**src/rtl/jtframe_vu_osd_if.sv**
```systemverilog
// jtframe_vu_osd_if: video/meter bus between the game video path and the VU overlay
// Ports: pxl_cen, LHBL, LVBL, vu, peak, enable, rgb_in drive the overlay; rgb_out returns the mixed pixel
interface jtframe_vu_osd_if;
  logic        pxl_cen;
  logic        LHBL;
  logic        LVBL;
  logic [7:0]  vu;
  logic        peak;
  logic        enable;
  logic [23:0] rgb_in;
  logic [23:0] rgb_out;
  modport master (output pxl_cen, LHBL, LVBL, vu, peak, enable, rgb_in, input rgb_out);
  modport slave  (input pxl_cen, LHBL, LVBL, vu, peak, enable, rgb_in, output rgb_out);
endinterface

```
**src/rtl/jtframe_vu_osd.sv**
```systemverilog
// jtframe_vu_osd: frame-rate VU meter ballistics and 8-segment bar overlay on game video
// Ports: clk system clock, rst_n async active-low reset, bus.slave carries the video/meter signals
module jtframe_vu_osd #(
  parameter int HPOS     = 16,
  parameter int VPOS     = 16,
  parameter int SEGW_LOG = 2,
  parameter int BARH     = 4,
  parameter int HOLD     = 30,
  parameter int DECAY    = 4,
  parameter int CLIPF    = 60
) (
  input logic clk,
  input logic rst_n,
  jtframe_vu_osd_if.slave bus
);
  localparam int DW = $clog2(DECAY + 1);
  localparam int HW = $clog2(HOLD + 1);
  localparam int CW = $clog2(CLIPF + 1);
  localparam logic [DW-1:0] DLAST = DW'(DECAY - 1);
  localparam logic [HW-1:0] HLAST = HW'(HOLD - 1);
  localparam logic [CW-1:0] CFULL = CW'(CLIPF);
  localparam logic [15:0] GMASK = 16'((1 << SEGW_LOG) - 1);
  logic [3:0] in_lvl, fmax, lvl, hlvl;
  logic [DW-1:0] dcnt;
  logic [HW-1:0] hcnt;
  logic [CW-1:0] ccnt;
  logic clip_seen, lvbl_l, lhbl_l, tick;
  logic [15:0] x, y, dx, s;
  logic in_rows, in_bar, in_lamp, gap;
  logic [23:0] col;
  // highest set bit wins, so non-thermometer codes still decode sensibly
  always_comb begin
    in_lvl = 4'd0;
    for (int i = 0; i < 8; i++) if (bus.vu[i]) in_lvl = 4'(i + 1);
  end
  always_ff @(posedge clk or negedge rst_n) begin
    if (!rst_n) begin
      lvbl_l    <= 1'b1;
      tick      <= 1'b0;
      fmax      <= 4'd0;
      clip_seen <= 1'b0;
      lvl       <= 4'd0;
      hlvl      <= 4'd0;
      dcnt      <= '0;
      hcnt      <= '0;
      ccnt      <= '0;
    end else begin
      lvbl_l    <= bus.LVBL;
      tick      <= lvbl_l & ~bus.LVBL;
      // the tick cycle's sample opens the new frame instead of being dropped
      fmax      <= tick ? in_lvl : (in_lvl > fmax ? in_lvl : fmax);
      clip_seen <= tick ? bus.peak : clip_seen | bus.peak;
      if (tick) begin
        if (fmax > lvl) begin
          lvl  <= fmax;
          dcnt <= '0;
        end else if (dcnt == DLAST) begin
          lvl  <= lvl - {3'd0, lvl != 4'd0};
          dcnt <= '0;
        end else dcnt <= dcnt + 1'b1;
        // hcnt parks at HOLD-1 so the marker then falls one segment per frame
        if (fmax >= hlvl) begin
          hlvl <= fmax;
          hcnt <= '0;
        end else if (hcnt == HLAST) hlvl <= hlvl - {3'd0, hlvl != 4'd0};
        else hcnt <= hcnt + 1'b1;
        ccnt <= clip_seen ? CFULL : ccnt - CW'(ccnt != '0);
      end
    end
  end
  always_comb begin
    dx      = x - 16'(HPOS);
    s       = dx >> SEGW_LOG;
    in_rows = y >= 16'(VPOS) && y < 16'(VPOS + BARH);
    in_bar  = in_rows && x >= 16'(HPOS) && s < 16'd8;
    in_lamp = in_rows && x >= 16'(HPOS) && s == 16'd9;
    gap     = (dx & GMASK) == GMASK;
    col     = in_lamp ? (ccnt != '0 ? 24'hFF0000 : bus.rgb_in) :
              s < {12'd0, lvl} ? (s < 16'd5 ? 24'h00E000 : s < 16'd7 ? 24'hE0E000 : 24'hE00000) :
              (s == {12'd0, hlvl} - 16'd1 && hlvl > lvl) ? 24'hFFFFFF : 24'h202020;
  end
  always_ff @(posedge clk or negedge rst_n) begin
    if (!rst_n) begin
      x           <= 16'd0;
      y           <= 16'd0;
      lhbl_l      <= 1'b1;
      bus.rgb_out <= 24'd0;
    end else if (bus.pxl_cen) begin
      lhbl_l      <= bus.LHBL;
      x           <= bus.LHBL ? x + 16'd1 : 16'd0;
      y           <= !bus.LVBL ? 16'd0 : (bus.LHBL & ~lhbl_l) ? y + 16'd1 : y;
      bus.rgb_out <= (bus.enable & bus.LHBL & bus.LVBL & (in_bar | in_lamp) & ~gap) ? col : bus.rgb_in;
    end
  end
endmodule
```
**src/flat_wrapper.sv**
```systemverilog
// flat-port wrapper written by rule: the top's interface ports become plain ports
module jtframe_vu_osd_flat 
#(
  parameter int HPOS     = 16,
  parameter int VPOS     = 16,
  parameter int SEGW_LOG = 2,
  parameter int BARH     = 4,
  parameter int HOLD     = 30,
  parameter int DECAY    = 4,
  parameter int CLIPF    = 60
)
  (clk, rst_n, bus_pxl_cen, bus_LHBL, bus_LVBL, bus_vu, bus_peak, bus_enable, bus_rgb_in, bus_rgb_out);
  jtframe_vu_osd_if bus_i ();
  input logic clk;
  input logic rst_n;
  input wire logic [$bits(bus_i.pxl_cen)-1:0] bus_pxl_cen;
  input wire logic [$bits(bus_i.LHBL)-1:0] bus_LHBL;
  input wire logic [$bits(bus_i.LVBL)-1:0] bus_LVBL;
  input wire logic [$bits(bus_i.vu)-1:0] bus_vu;
  input wire logic [$bits(bus_i.peak)-1:0] bus_peak;
  input wire logic [$bits(bus_i.enable)-1:0] bus_enable;
  input wire logic [$bits(bus_i.rgb_in)-1:0] bus_rgb_in;
  output wire logic [$bits(bus_i.rgb_out)-1:0] bus_rgb_out;
  assign bus_i.pxl_cen = bus_pxl_cen;
  assign bus_i.LHBL = bus_LHBL;
  assign bus_i.LVBL = bus_LVBL;
  assign bus_i.vu = bus_vu;
  assign bus_i.peak = bus_peak;
  assign bus_i.enable = bus_enable;
  assign bus_i.rgb_in = bus_rgb_in;
  assign bus_rgb_out = bus_i.rgb_out;
  jtframe_vu_osd #(.HPOS(HPOS), .VPOS(VPOS), .SEGW_LOG(SEGW_LOG), .BARH(BARH), .HOLD(HOLD), .DECAY(DECAY), .CLIPF(CLIPF)) u_core (.clk(clk), .rst_n(rst_n), .bus(bus_i));
endmodule
```
**config.mk**
```make
export PLATFORM = sky130hd
export DESIGN_NAME = jtframe_vu_osd_flat
export DESIGN_NICKNAME = d
export VERILOG_FILES = /design/src/rtl/jtframe_vu_osd_if.sv /design/src/rtl/jtframe_vu_osd.sv /design/src/flat_wrapper.sv
export SDC_FILE = /design/constraint.sdc
export NUM_CORES = 1
export LEC_CHECK = 0
export BUFFER_PORTS_ARGS = -buffer_cell sky130_fd_sc_hd__buf_2
export CAP_MARGIN = 30
export CORE_MARGIN = 2
export CORE_UTILIZATION = 35
export DETAILED_ROUTE_END_ITERATION = 6
export HOLD_SLACK_MARGIN = 0.15
export PLACE_DENSITY = 0.52
export SETUP_SLACK_MARGIN = 0.2
export SYNTH_ARGS = -nofsm -noshare
export SYNTH_HDL_FRONTEND = slang
export SYNTH_SLANG_ARGS = --single-unit
```
**constraint.sdc**
```tcl
create_clock -name clk -period 3.8 [get_ports clk]
set_input_delay 1.14 -clock clk [delete_from_list [all_inputs] [get_ports clk]]
set_output_delay 1.14 -clock clk [all_outputs]
set_load 0.01 [all_outputs]
```
# Word-level counts from Yosys, hierarchy flattened
# Index checks and enable logic that the tools add are counted.
# Widths: inputs -> output; s select.
# word_totals
reg_bits	86
inputBits	39
out_inout_bits	24
wordCells	96
# classes
n_addsub	9
order_cmp	11
eq_ne	7
mux	30
bitwise_logic	11
reduce_logical	15
# op_table
op	count
$mux 24	6
$mux 16	4
$mux 4	13
$add 16x1->16 const B	2
$ge 16x5->1 const B	2
$lt 14x3->1 const B	2
$eq 14x16->1	1
$lt 16x5->1 const B	1
$sub 16x5->16 const B	1
$eq 14x4->1 const B	1
$lt 14x4->1	1
$lt 14x4->1 const B	1
$gt 4x4->1	3
$mux 5	2
$reduce_and 2->1	4
$reduce_bool 4->1	2
$sub 4x1->4	2
$and 1x1->1	6
$mux 3	2
$mux 6	1
$reduce_bool 2->1	3
$reduce_bool 6->1	1
$sub 6x1->6	1
$add 5x1->5 const B	1
other kinds (11)	20

# Longest topological paths before layout
# Gate-level depths: netlist (run 1).
# logic_depth
ltp_word	11
depth_mapped	14
ltp_nobuf	14

# Worst setup path after synthesis (run 1)
# OpenSTA, ideal clock, no wires.
# synth_path
kind	reg2reg
startpoint	register u_core.x[4]
endpoint	register u_core.bus.rgb_out[0]
setup_time_ps	67
arrival_ps	3006
required_ps	3733
path_slack_ps	726
stages_incl_launch_ff	13
path_buffers	3
synth_period_minus_slack_ps	3074
path_cell_list	dfrtp_1 > buf_2 > inv_1 > ha_1 > nor4_1 > nand3_1 > a211oi_4 > nand4_4 > or4_4 > buf_6 > or3_4 > buf_6 > nand3_2
# synth_between
elab_chain_cells	7
word_cells_on_any_way	19
classes_between	1 x add/sub; 4 x order compare; 2 x eq/ne; 5 x mux; 3 x bitwise; 4 x reduce/logical
# synth_lines
item	line_no	rtl
from (decl)	jtframe_vu_osd.sv:28	logic [15:0] x, y, dx, s;
from (signal assigned)	jtframe_vu_osd.sv:90	x <= bus.LHBL ? x + 16'd1 : 16'd0;
$sub 16x5->16 / $ge 16x5->1 (equally long branches)	jtframe_vu_osd.sv:72, jtframe_vu_osd.sv:75, jtframe_vu_osd.sv:76	
$lt 14x4->1 (tied with other cells)	jtframe_vu_osd.sv:75	in_bar = in_rows && x >= 16'(HPOS) && s < 16'd8;
$logic_and 1x1->1, on equally long branches	jtframe_vu_osd.sv:75, jtframe_vu_osd.sv:76, jtframe_vu_osd.sv:80	
$or 1x1->1 / $mux 24 (equally long branches)	jtframe_vu_osd.sv:92, jtframe_vu_osd.sv:80	
$and 1x1->1 / $mux 24 (equally long branches)	jtframe_vu_osd.sv:92, jtframe_vu_osd.sv:79	
$and 1x1->1 / $mux 24 (equally long branches)	jtframe_vu_osd.sv:92, jtframe_vu_osd.sv:78	
$mux 24 *	jtframe_vu_osd.sv:92	bus.rgb_out <= (bus.enable & bus.LHBL & bus.LVBL & (in_bar | in_lamp) & ~gap) ? col : bus.rgb_in;
to (signal assigned)	jtframe_vu_osd.sv:92	
to (decl)	jtframe_vu_osd_if.sv:13	modport slave (input pxl_cen, LHBL, LVBL, vu, peak, enable, rgb_in, output rgb_out);
# Mark *: on every way between the ends. The rest lies on a longest branch, timed or not.
# A chain may end at the register's enable or synchronous reset.

# Final worst setup path (run 1)
# layout_path
startpoint	register u_core.x[4]
endpoint	register u_core.bus.rgb_out[8]
# The elaborated chain is that of the path after synthesis.

==> results of run 1 <==
worst register-to-register path, stage by stage (launching register included):
cell and delay (ps):
dfrtp_1 350, inv_1 90, ha_1 310, nor4_1 310
nand3_1 180, a211oi_4 300, nand4_4 180, or4_4 640
or3_4 470, nand3_1 120
synth_stat cells, types with 2 or more instances:
library cell,n
or3_1,5
nand2b_1,20
mux2_2,3
nor2_1,56
clkbuf_1,22
nor2b_1,13
mux2i_1,2
buf_6,2
dfrtp_1,84
a31oi_1,13
o21a_1,2
o31ai_1,8
nand2_1,47
nand3_2,10
o22a_1,2
xnor2_1,6
o21ai_0,40
o22ai_1,3
a21o_1,4
a311o_1,3
nor3b_1,7
nand3b_1,2
nand4_1,15
xor2_1,13
a211o_1,2
o41ai_1,2
a21oi_1,26
buf_2,3
a22o_1,9
or2_2,3
and4_1,6
inv_1,35
ha_1,39
and3_1,7
dfstp_2,2
nor4b_1,2
a211oi_1,2
o21bai_1,2
o2bb2ai_1,2
nor3_1,11
nand3_1,34
nor4_1,5
power by group through the flow:
stage          Sequential (W)  Combinational, W  Clock (W)
2_1_floorplan         0.00119          0.000904          0
3_3_place_gp          0.00124           0.00116          0
3_5_place_dp          0.00124           0.00121          0
4_1_cts               0.00123           0.00121   0.000942
5_1_grt               0.00125           0.00140   0.000976
6_report              0.00123           0.00121   0.000910
metrics by stage:
step	setup WS (ps)	total power (W)	area [um2]	cells	util, %
2_1_floorplan	726	0.00209	5360	595	-
3_3_place_gp	623	0.00240	5870	827	38.9
3_5_place_dp	544	0.00245	5870	827	38.9
4_1_cts	759	0.00338	6170	843	40.9
5_1_grt	660	0.00363	6170	843	40.9
6_report	785	0.00335	6170	843	40.9
layout by cell type (no fill, tap or decap), types with 10 or more instances in the layout:
master    count
dfrtp_1      84
buf_2        61
nor2_1       56
nand2_1      47
o21ai_0      40
ha_1         39
inv_1        35
nand3_1      34
a21oi_1      26
nand2b_1     20
nand4_1      15
nor2b_1      13
xor2_1       13
a31oi_1      13
nor3_1       11
nand3_2      10
buf_4        10
how the worst min path moves through the flow:
stage | from | end | slack [ps] | cells after the start
5_1_grt | u_core.lvbl_l$_DFF_PN1_ | u_core.tick$_DFF_PN0_ | 510 | 1
2_1_floorplan | u_core.ccnt[5]$_DFFE_PN0P_ | u_core.ccnt[5]$_DFFE_PN0P_ | 450 | 1
6_report | u_core.bus.rgb_out[8]$_DFFE_PN0P_ | u_core.bus.rgb_out[8]$_DFFE_PN0P_ | 490 | 2
3_5_place_dp | u_core.bus.rgb_out[8]$_DFFE_PN0P_ | u_core.bus.rgb_out[8]$_DFFE_PN0P_ | 470 | 2
4_1_cts | u_core.bus.rgb_out[8]$_DFFE_PN0P_ | u_core.bus.rgb_out[8]$_DFFE_PN0P_ | 490 | 2
3_3_place_gp | u_core.bus.rgb_out[8]$_DFFE_PN0P_ | u_core.bus.rgb_out[8]$_DFFE_PN0P_ | 470 | 2
cell type report:
| cell class | instances | area [um2] | area share, % |
|---|---|---|---|
| inverters | 35 | 131 | 2.13 |
| flip-flops and latches | 86 | 2150 | 34.9 |
| multi-input cells | 446 | 2950 | 47.7 |
| clock buffers | 13 | 260 | 4.22 |
| repair buffers | 72 | 400 | 6.49 |
| well taps | 188 | 235 | 3.81 |
| clock inverters | 3 | 42.5 | 0.690 |
state kept, by name, indices dropped and copies added (netlist names):
register,flops
u_core.fmax,4
u_core.tick,1
u_core.dcnt,3
u_core.clip_seen,1
u_core.ccnt,6
u_core.y,16
u_core.bus.rgb_out,24
u_core.lvbl_l,1
u_core.hcnt,5
u_core.lhbl_l,1
u_core.lvl,4
u_core.x,16
u_core.hlvl,4
cells by family (layout without fill, tap and decap cells):
family                   after synthesis  after routing  synth area share [%]
adder cells (fa/ha/maj)               39             39                  9.11
flip-flops                            86             86                  40.2
buffers and inverters                 63            123                  4.77
AO/OA/AOI/OAI                        132            132                  16.1
AND/OR/NAND/NOR                      251            251                  25.7
XOR/XNOR                              19             19                  3.11
multiplexers                           5              5                  1.00
per-layer routing:
metal | GRT usage, % | share of wire [%] | vias to the layer above
met5 | 0 | 0 | -
met4 | 6.40 | 1.5 | 0
met3 | 3.30 | 3.7 | 13
met2 | 24.8 | 45 | 86
met1 | 23.1 | 50 | 2195
li1 | - | - | 2239
==> impl_metrics.csv, run 1 <==
group,metric,value,unit
outcome,outcome,"finished, final reports clean",
synth,yosys_register_bits,86,
setup_path,r2r-start,"u_core.x[4]$_DFFE_PN0P_",
power_and_ir_drop,p_comb_share,36.1,%
cells_and_area,diodes,0,
die,start_util,35.5,%
place,dp.final_hpwl,9.20,mm
clock_tree,clk_path_buf_depth,2,
synth,synth_warnings,0,
timing,period_needed,3010,ps
synth,synth.distinct_cells,63,
synth,synth_edf_count,0,
setup_path,path_class,"reg2reg",
routing,vias_per_cell,5.38,
setup_path,crit_path_end_kind,"register",
cells_and_area,nets,728,
setup_path,setup.worst_path.start,"u_core.x[4]$_DFFE_PN0P_",
synth,synth_top_cell_by_area,"dfrtp_1",
run,maxCapViolCount,0,
timing,slew_violations,0,
timing,rsz0062_at_grt,"false",
setup_path,crit_path_max_incr_delay,640,ps
timing,finClkSkew,4.95,ps
global_routing,grt_antenna_before_repair,0,
synth,synth_top_area_share,39.3,%
setup_path,ff2ff_setup_slack,790,ps
setup_path,crit_top_cell,"nand3_1",
power_and_ir_drop,pwr-share-seq,36.7,%
die,die_area,16300,um2
routing,drt_first_iter_violations,272,
setup_path,crit_path_cell_trace,"inv_1 > ha_1 > nor4_1 > nand3_1 > a211oi_4 > nand4_4 > or4_4 > or3_4 > nand3_1",
die,core_area,15100,um2
clock_tree,cts_resized,0,
clock_tree,ctsHoldBuffers,0,
timing,period_share,79.3,%
die,dieHeight,128,um
clock_tree,cts_buffers,9,
min_path,hold_class,"reg2reg",
setup_path,critPathArrivalTime,3300,ps
synth,synthCells,595,
timing,slew_headroom,53.2,%
global_routing,grt_overflow,0,
clock_tree,cts-root-buf,"clkbuf_16",
routing,firstDrtPassIters,4,
timing,clock.fmax,332,MHz
synth,synthArstFlopShare,100,%
routing,ant_nets,0,
power_and_ir_drop,clkPwrFrac,27.2,%
global_routing,grt_pass1_vias,4437,
cells_and_area,n_fill_cell,1544,
synth,yosysSeqAreaShare,40.2,%
die,die_w,128,um
power_and_ir_drop,p_sw,0.00123,W
routing,drc,0,
global_routing,grt_usage,16.4,%
power_and_ir_drop,sw_frac_of_total,36.8,%
setup_path,worstSetupEndpoint,"u_core.bus.rgb_out[8]$_DFFE_PN0P_",
power_and_ir_drop,power_density,542,nW/um2
setup_path,crit_path_max_fanout,12,
clock_tree,cts_sinks,86,
synth,syn-cell-area,5360,um2
global_routing,grt_max_degree,47,
routing,vias,4533,
setup_path,cp.depth,9,
synth,synth-main-ff-cell,"dfrtp_1",
clock_tree,cts_htree_levels,3,
setup_path,cp.required,4080,ps
power_and_ir_drop,p_leak,2.86,nW
setup_path,start_kind,"register",
setup_path,path_delay_family,"simple AND/OR/NAND/NOR gates",
timing,setup_viol,0,
timing,hold_viol,0,
clock_tree,cts_setup_buffers,0,
cells_and_area,syn2layout_area_growth,15.2,%
timing,whs,490,ps
routing,detail_route.wirelength,12.8,mm
clock_tree,cts_tree,"yes",
power_and_ir_drop,internal_power,0.00212,W
setup_path,crit_slowest_cell,"or4_4",
setup_path,worst-path-buf-inv,1,
global_routing,grt_first_pass_wirelength,21.6,mm
place,place.gp.congestion,0.782,
cells_and_area,layout-drive-gt1-share,17.1,%
clock_tree,path_clk_slew,60,ps
power_and_ir_drop,peakVddDrop,0.358,mV
place,port_buffers,62,
timing,tightest_slew,702,ps
setup_path,r2r-end,"u_core.bus.rgb_out[8]$_DFFE_PN0P_",
clock_tree,insertion_delay,350,ps
timing,setup_tns,0,ps
synth,avgSynthCellArea,9.00,um2
synth,netlist_top_cells_area,"dfrtp_1 (39%), ha_1 (9.1%), nor2_1 (3.9%)",
routing,wl_per_cell,15.1,um
die,num_rows,45,
setup_path,r2r_cells,9,
synth,syn-num-nets,673,
die,ios,63,
(Power assumes the default switching activity.)
==> inputs of run 2 (changes only) <==
--- a/config.mk
+++ b/config.mk
@@ -11,7 +11,7 @@
 export CORE_UTILIZATION = 35
 export DETAILED_ROUTE_END_ITERATION = 6
 export HOLD_SLACK_MARGIN = 0.15
-export PLACE_DENSITY = 0.52
+export PLACE_DENSITY = 0.54
 export SETUP_SLACK_MARGIN = 0.2
 export SYNTH_ARGS = -nofsm -noshare
 export SYNTH_HDL_FRONTEND = slang
==> constraint.sdc (replaced) <==
create_clock -name clk -period 2.7 [get_ports clk]
set_input_delay 0.81 -clock clk [delete_from_list [all_inputs] [get_ports clk]]
set_output_delay 0.81 -clock clk [all_outputs]
set_load 0.01 [all_outputs]
==> impl_metrics.csv, run 2 (synthesis results as in run 1) <==
group,metric,value,unit
outcome,outcome,"finished, final reports clean",
power_and_ir_drop,sw_frac_of_total,36.4,%
timing,slew_violations,0,
power_and_ir_drop,p_sw,0.00180,W
global_routing,grt_pass1_vias,4674,
power_and_ir_drop,peakVddDrop,0.475,mV
power_and_ir_drop,internal_power,0.00315,W
routing,ant_nets,0,
timing,period_share,92.2,%
timing,rsz0062_at_grt,"true",
run,maxCapViolCount,0,
routing,drt_first_iter_violations,152,
routing,firstDrtPassIters,4,
setup_path,start_kind,"register",
clock_tree,cts_tree,"yes",
routing,detail_route.wirelength,13.4,mm
die,die_area,16300,um2
die,die_w,128,um
clock_tree,cts_buffers,9,
power_and_ir_drop,p_comb_share,39.4,%
clock_tree,cts_htree_levels,3,
timing,hold_viol,0,
cells_and_area,fin_util,43.6,%
place,port_buffers,62,
min_path,hold_class,"in2async",
cells_and_area,largest_registers,"u_core.bus.rgb_out: 24 flops, u_core.x: 16 flops, u_core.y: 16 flops",
place,placed_cells,839,
timing,finClkSkew,9.95,ps
die,num_rows,45,
cells_and_area,diodes,0,
global_routing,grt_overflow,0,
cells_and_area,top_register,"u_core.bus.rgb_out",
clock_tree,clk_path_buf_depth,2,
place,place.gp.congestion,0.865,
routing,vias_per_cell,5.43,
timing,period_needed,2490,ps
setup_path,cp.required,2990,ps
global_routing,grt_max_degree,52,
timing,tightest_slew,500,ps
power_and_ir_drop,pwr-share-seq,34.0,%
routing,vias,4718,
timing,setup_viol,0,
clock_tree,path_clk_slew,70,ps
setup_path,crit_path_end_kind,"register",
place,dp.final_hpwl,9.53,mm
cells_and_area,layout-drive-gt1-share,26.0,%
die,start_util,35.5,%
die,ios,63,
setup_path,crit_path_max_fanout,8,
cells_and_area,instances_no_fill,869,
cells_and_area,layout_commonest_cell,"dfrtp_1",
global_routing,grt_usage,17.0,%
cells_and_area,mostFrequentLayoutCells,"dfrtp_1 (79), buf_2 (61), nor2_1 (54), nand2_1 (47)",
timing,slew_headroom,66.7,%
routing,drc,0,
power_and_ir_drop,clkPwrFrac,26.6,%
power_and_ir_drop,p_leak,3.03,nW
routing,wl_per_cell,15.4,um
clock_tree,insertion_delay,350,ps
timing,clock.fmax,402,MHz
cells_and_area,largest_register_ffs,24,
clock_tree,cts-root-buf,"clkbuf_16",
cells_and_area,nets,755,
setup_path,critPathArrivalTime,2780,ps
cells_and_area,syn2layout_area_growth,22.8,%
clock_tree,cts_sinks,86,
global_routing,grt_first_pass_wirelength,22.4,mm
setup_path,path_class,"reg2reg",
power_and_ir_drop,power,0.00495,W
power_and_ir_drop,power_density,753,nW/um2
global_routing,grt_antenna_before_repair,0,
die,dieHeight,128,um
die,core_area,15100,um2
## run 2: cell types whose count changed in the layout (fill, tap and decap cells not counted), moves of 3 or more
cell / before / now
nor3_1: 11 / 7
a21oi_2: 0 / 4
o21ai_0: 40 / 37
nand3_1: 34 / 30
inv_1: 35 / 29
nand3_2: 10 / 14
dfrtp_2: 0 / 5
buf_4: 10 / 34
a21oi_1: 26 / 22
dfrtp_1: 84 / 79
inv_2: 0 / 5
nor3_2: 0 / 4
## run 2: routing by layer
layer  up-vias  track usage (%)  routed length (um)
met5         -                0                   0
met4         0             4.98                 233
met3        15             4.80                 561
met2        94             27.9                6360
met1      2320             22.0                6220
li1       2289                -                   -
## run 2: critical path: stages (launching register included)
cell and delay, ps:
dfrtp_2 430, inv_4 60, ha_4 190, nor4_4 150
nand3_2 140, a211oi_4 290, nand4_4 100, or4_4 540
or3_4 420, nand3_2 100
## run 2: layout make-up
| type | instances | area [um2] |
|---|---|---|
| Multi-Input combinational cell | 447 | 3120 |
| Timing Repair Buffer | 98 | 603 |
| Tap cell | 188 | 235 |
| Clock inverter | 2 | 38.8 |
| Fill cell | 1465 | 8520 |
| Sequential cell | 86 | 2160 |
| Inverter | 35 | 134 |
| Clock buffer | 13 | 280 |
## run 2: power groups by stage
stage | registers (W) | clock network, W | logic, W
CTS | 0.00168 | 0.00136 | 0.00186
finish | 0.00168 | 0.00132 | 0.00195
detailed placement | 0.00171 | 0 | 0.00181
floorplan | 0.00167 | 0 | 0.00128
global route | 0.00172 | 0.00142 | 0.00221
global placement | 0.00170 | 0 | 0.00175
## run 2: path summary, 6_finish.rpt
| check | from | end | slack [ps] | depth (start not counted) |
|---|---|---|---|---|
| setup reg to reg | u_core.x[4]$_DFFE_PN0P_ | u_core.bus.rgb_out[8]$_DFFE_PN0P_ | 210 | 9 |
| hold reg to reg | u_core.bus.rgb_out[0]$_DFFE_PN0P_ | u_core.bus.rgb_out[0]$_DFFE_PN0P_ | 500 | 2 |
| setup / recovery | u_core.x[4]$_DFFE_PN0P_ | u_core.bus.rgb_out[8]$_DFFE_PN0P_ | 210 | 9 |
| min in group clk | u_core.bus.rgb_out[0]$_DFFE_PN0P_ | u_core.bus.rgb_out[0]$_DFFE_PN0P_ | 500 | 2 |
| hold / removal | rst_n | u_core.x[12]$_DFFE_PN0P_ | 430 | 1 |
| max in group asynchronous | rst_n | u_core.lvbl_l$_DFF_PN1_ | 1570 | 2 |
## run 2: per-stage QoR
step	instance area [um2]	TNS (ps)	hold slack, ps	setup slack (ps)
2_1_floorplan	5400	0	453	13.4
3_5_place_dp	5990	-87.6	477	-87.6
4_1_cts	6420	0	443	200
5_1_grt	6570	0	448	128
6_report	6570	0	427	212
3_3_place_gp	5990	0	468	0.0289
## run 2: timing repair
item / in CTS / in global routing
pin swaps: 6 / 17
endpoints found under the setup margin: 19 / 29
hold endpoints to repair: 0 / 0
gates resized for setup: 12 / 28
setup buffers: 9 / 5
hold buffers: 0 / 0
gates cloned: 1 / 0
==> inputs of run 3 (changes only) <==
--- a/config.mk
+++ b/config.mk
@@ -5,6 +5,7 @@
 export SDC_FILE = /design/constraint.sdc
 export NUM_CORES = 1
 export LEC_CHECK = 0
+export ABC_AREA = 1
 export BUFFER_PORTS_ARGS = -buffer_cell sky130_fd_sc_hd__buf_2
 export CAP_MARGIN = 30
 export CORE_MARGIN = 2
==> impl_metrics.csv, run 3 <==
group,metric,value,unit
die,die_w,134,um
global_routing,grt_pass1_vias,5026,
routing,detail_route.wirelength,14.5,mm
setup_path,critPathArrivalTime,2580,ps
cells_and_area,fin_util,42.4,%
timing,slew_headroom,56.9,%
power_and_ir_drop,power_density,664,nW/um2
setup_path,crit_path_max_fanout,8,
place,port_buffers,62,
cells_and_area,layout-drive-gt1-share,17.3,%
routing,ant_nets,0,
cells_and_area,n_fill_cell,1742,
clock_tree,path_clk_slew,60,ps
die,core_area,16500,um2
timing,period_needed,2350,ps
die,start_util,35.7,%
clock_tree,cts_tree,"yes",
setup_path,path_class,"reg2reg",
cells_and_area,layout_commonest_cell,"nand2_1",
place,dp.final_hpwl,10.8,mm
clock_tree,cts-root-buf,"clkbuf_16",
timing,rsz0062_at_grt,"true",
setup_path,ff2ff_setup_slack,350,ps
timing,period_share,86.9,%
timing,setup_tns,0,ps
setup_path,worst-path-buf-inv,2,
timing,hold_viol,0,
cells_and_area,largest_registers,"u_core.bus.rgb_out: 24 flops, u_core.x: 16 flops, u_core.y: 16 flops",
clock_tree,cts_buffers,9,
power_and_ir_drop,power,0.00465,W
global_routing,grt_usage,16.8,%
routing,vias_per_cell,4.66,
cells_and_area,diodes,0,
synth,synth_common_cells,"nand2_1 (206), inv_1 (111), nor2_1 (93), dfrtp_1 (84), nand3_1 (69)",
clock_tree,clk_path_buf_depth,2,
run,maxCapViolCount,0,
power_and_ir_drop,p_leak,3.52,nW
cells_and_area,nets,983,
setup_path,path_delay_family,"simple AND/OR/NAND/NOR gates",
cells_and_area,syn2layout_area_growth,18.8,%
routing,vias,5259,
timing,clock.fmax,426,MHz
global_routing,grt_max_degree,43,
global_routing,grt_antenna_before_repair,0,
clock_tree,cts_sinks,86,
setup_path,setup.worst_path.start,"u_core.x[5]$_DFFE_PN0P_",
setup_path,crit_slowest_cell,"dfrtp_1",
setup_path,crit_path_max_incr_delay,380,ps
synth,synth-main-ff-cell,"dfrtp_1",
synth,synthArstFlopShare,100,%
global_routing,grt_overflow,0,
die,num_rows,47,
die,die_area,17900,um2
synth,synth.distinct_cells,43,
setup_path,r2r-start,"u_core.x[5]$_DFFE_PN0P_",
die,dieHeight,134,um
setup_path,crit_top_cell,"nand2_1",
synth,yosysSeqAreaShare,36.5,%
min_path,hold_class,"in2async",
routing,drt_first_iter_violations,280,
routing,firstDrtPassIters,4,
synth,synth_edf_count,0,
place,placed_cells,1110,
power_and_ir_drop,peakVddDrop,0.621,mV
cells_and_area,largest_register_ffs,24,
synth,netlist_top_cells_area,"dfrtp_1 (36%), nand2_1 (13%), ha_1 (8.3%)",
timing,setup_viol,0,
setup_path,crit_path_cell_trace,"buf_4 > nor2_2 > nand2_2 > o21ai_1 > nand3_2 > inv_2 > nand2_1 > nor2_4 > nand3_1 > a21boi_4 > nand2_1 > nand3_1 > nand2_1",
cells_and_area,mostFrequentLayoutCells,"nand2_1 (204), inv_1 (110), nor2_1 (87), dfrtp_1 (84), nand3_1 (67)",
synth,avgSynthCellArea,7.17,um2
clock_tree,insertion_delay,340,ps
synth,synthCells,823,
cells_and_area,instances_no_fill,1129,
setup_path,start_kind,"register",
die,ios,63,
global_routing,grt_first_pass_wirelength,24.3,mm
synth,synth_top_area_share,35.6,%
timing,worst_slack,354,ps
synth,synth_warnings,0,
timing,tightest_slew,644,ps
cells_and_area,top_register,"u_core.bus.rgb_out",
outcome,outcome,"finished, final reports clean",
clock_tree,cts_htree_levels,3,
place,pre_cts_slack,102,ps
setup_path,crit_path_end_kind,"register",
routing,drc,0,
synth,syn-num-nets,901,
routing,wl_per_cell,12.8,um
place,place.gp.congestion,0.847,
setup_path,cp.required,2930,ps
timing,slew_violations,0,
timing,finClkSkew,7.76,ps
synth,synth.most_common_cell,"nand2_1",
synth,syn-cell-area,5900,um2
synth,synth_top_cell_by_area,"dfrtp_1",
synth,yosys_register_bits,86,
[run 3: cell count changes after synthesis, sizes merged, moves of 13 or more]
cell    previous run  this run
nor2              56       104
nand3             44        73
inv               35       118
clkbuf            22         4
nor2b             13         0
nand2             47       212
nand2b            20         0
[run 3: power by group]
group,internal [W],switching (W),leakage (nW)
clock network,0.000804,0.000497,0.146
logic,0.000657,0.00104,2.29
registers,0.00148,0.000178,1.09
[run 3: path summary, 6_finish.rpt]
| path | end | depth (start not counted) |
|---|---|---|
| hold reg to reg | u_core.lhbl_l$_DFFE_PN1P_ | 2 |
| setup / recovery | u_core.bus.rgb_out[21]$_DFFE_PN0P_ | 13 |
| hold / removal | u_core.lvl[0]$_DFFE_PN0P_ | 1 |
| setup reg to reg | u_core.bus.rgb_out[21]$_DFFE_PN0P_ | 13 |
| min in group clk | u_core.lhbl_l$_DFFE_PN1P_ | 2 |
| max in group asynchronous | u_core.lhbl_l$_DFFE_PN1P_ | 2 |
[run 3: what timing repair did]
action	in CTS	in global routing
buffers inserted	0	3
endpoints found under the setup margin	23	25
gates cloned	0	1
gates resized for setup	4	20
hold buffers	0	0
pin swaps	0	5
[run 3: cells by family after synthesis]
kind of cell | Yosys count | share of synthesized area [%]
simple gates | 445 | 33.9
buf+inv | 129 | 8.53
compound gates | 108 | 10.4
flops | 86 | 36.5
fa+ha+maj | 39 | 8.27
xor+xnor | 16 | 2.38
[run 3: routing by layer]
layer,routed length (um),global-route usage (%),up-vias
met4,132,5.85,0
met2,6680,26.8,70
met3,419,2.99,10
met5,0,0,-
li1,-,-,2832
met1,7250,22.8,2347
[run 3: area by class of cell]
class | instances | area (um2) | area share [%]
clock buffers | 11 | 233 | 3.32
multi-input cells | 609 | 3360 | 48.0
clock inverters | 4 | 72.6 | 1.04
inverters | 118 | 443 | 6.32
flip-flops and latches | 86 | 2150 | 30.8
well taps | 220 | 275 | 3.93
repair buffers | 81 | 468 | 6.68
[run 3: metrics by stage]
step	cell area, um2	hold slack [ps]
global placement	6560	456
CTS	6890	402
floorplan	5900	443
global route	7010	416
finish	7010	394
detailed placement	6560	452
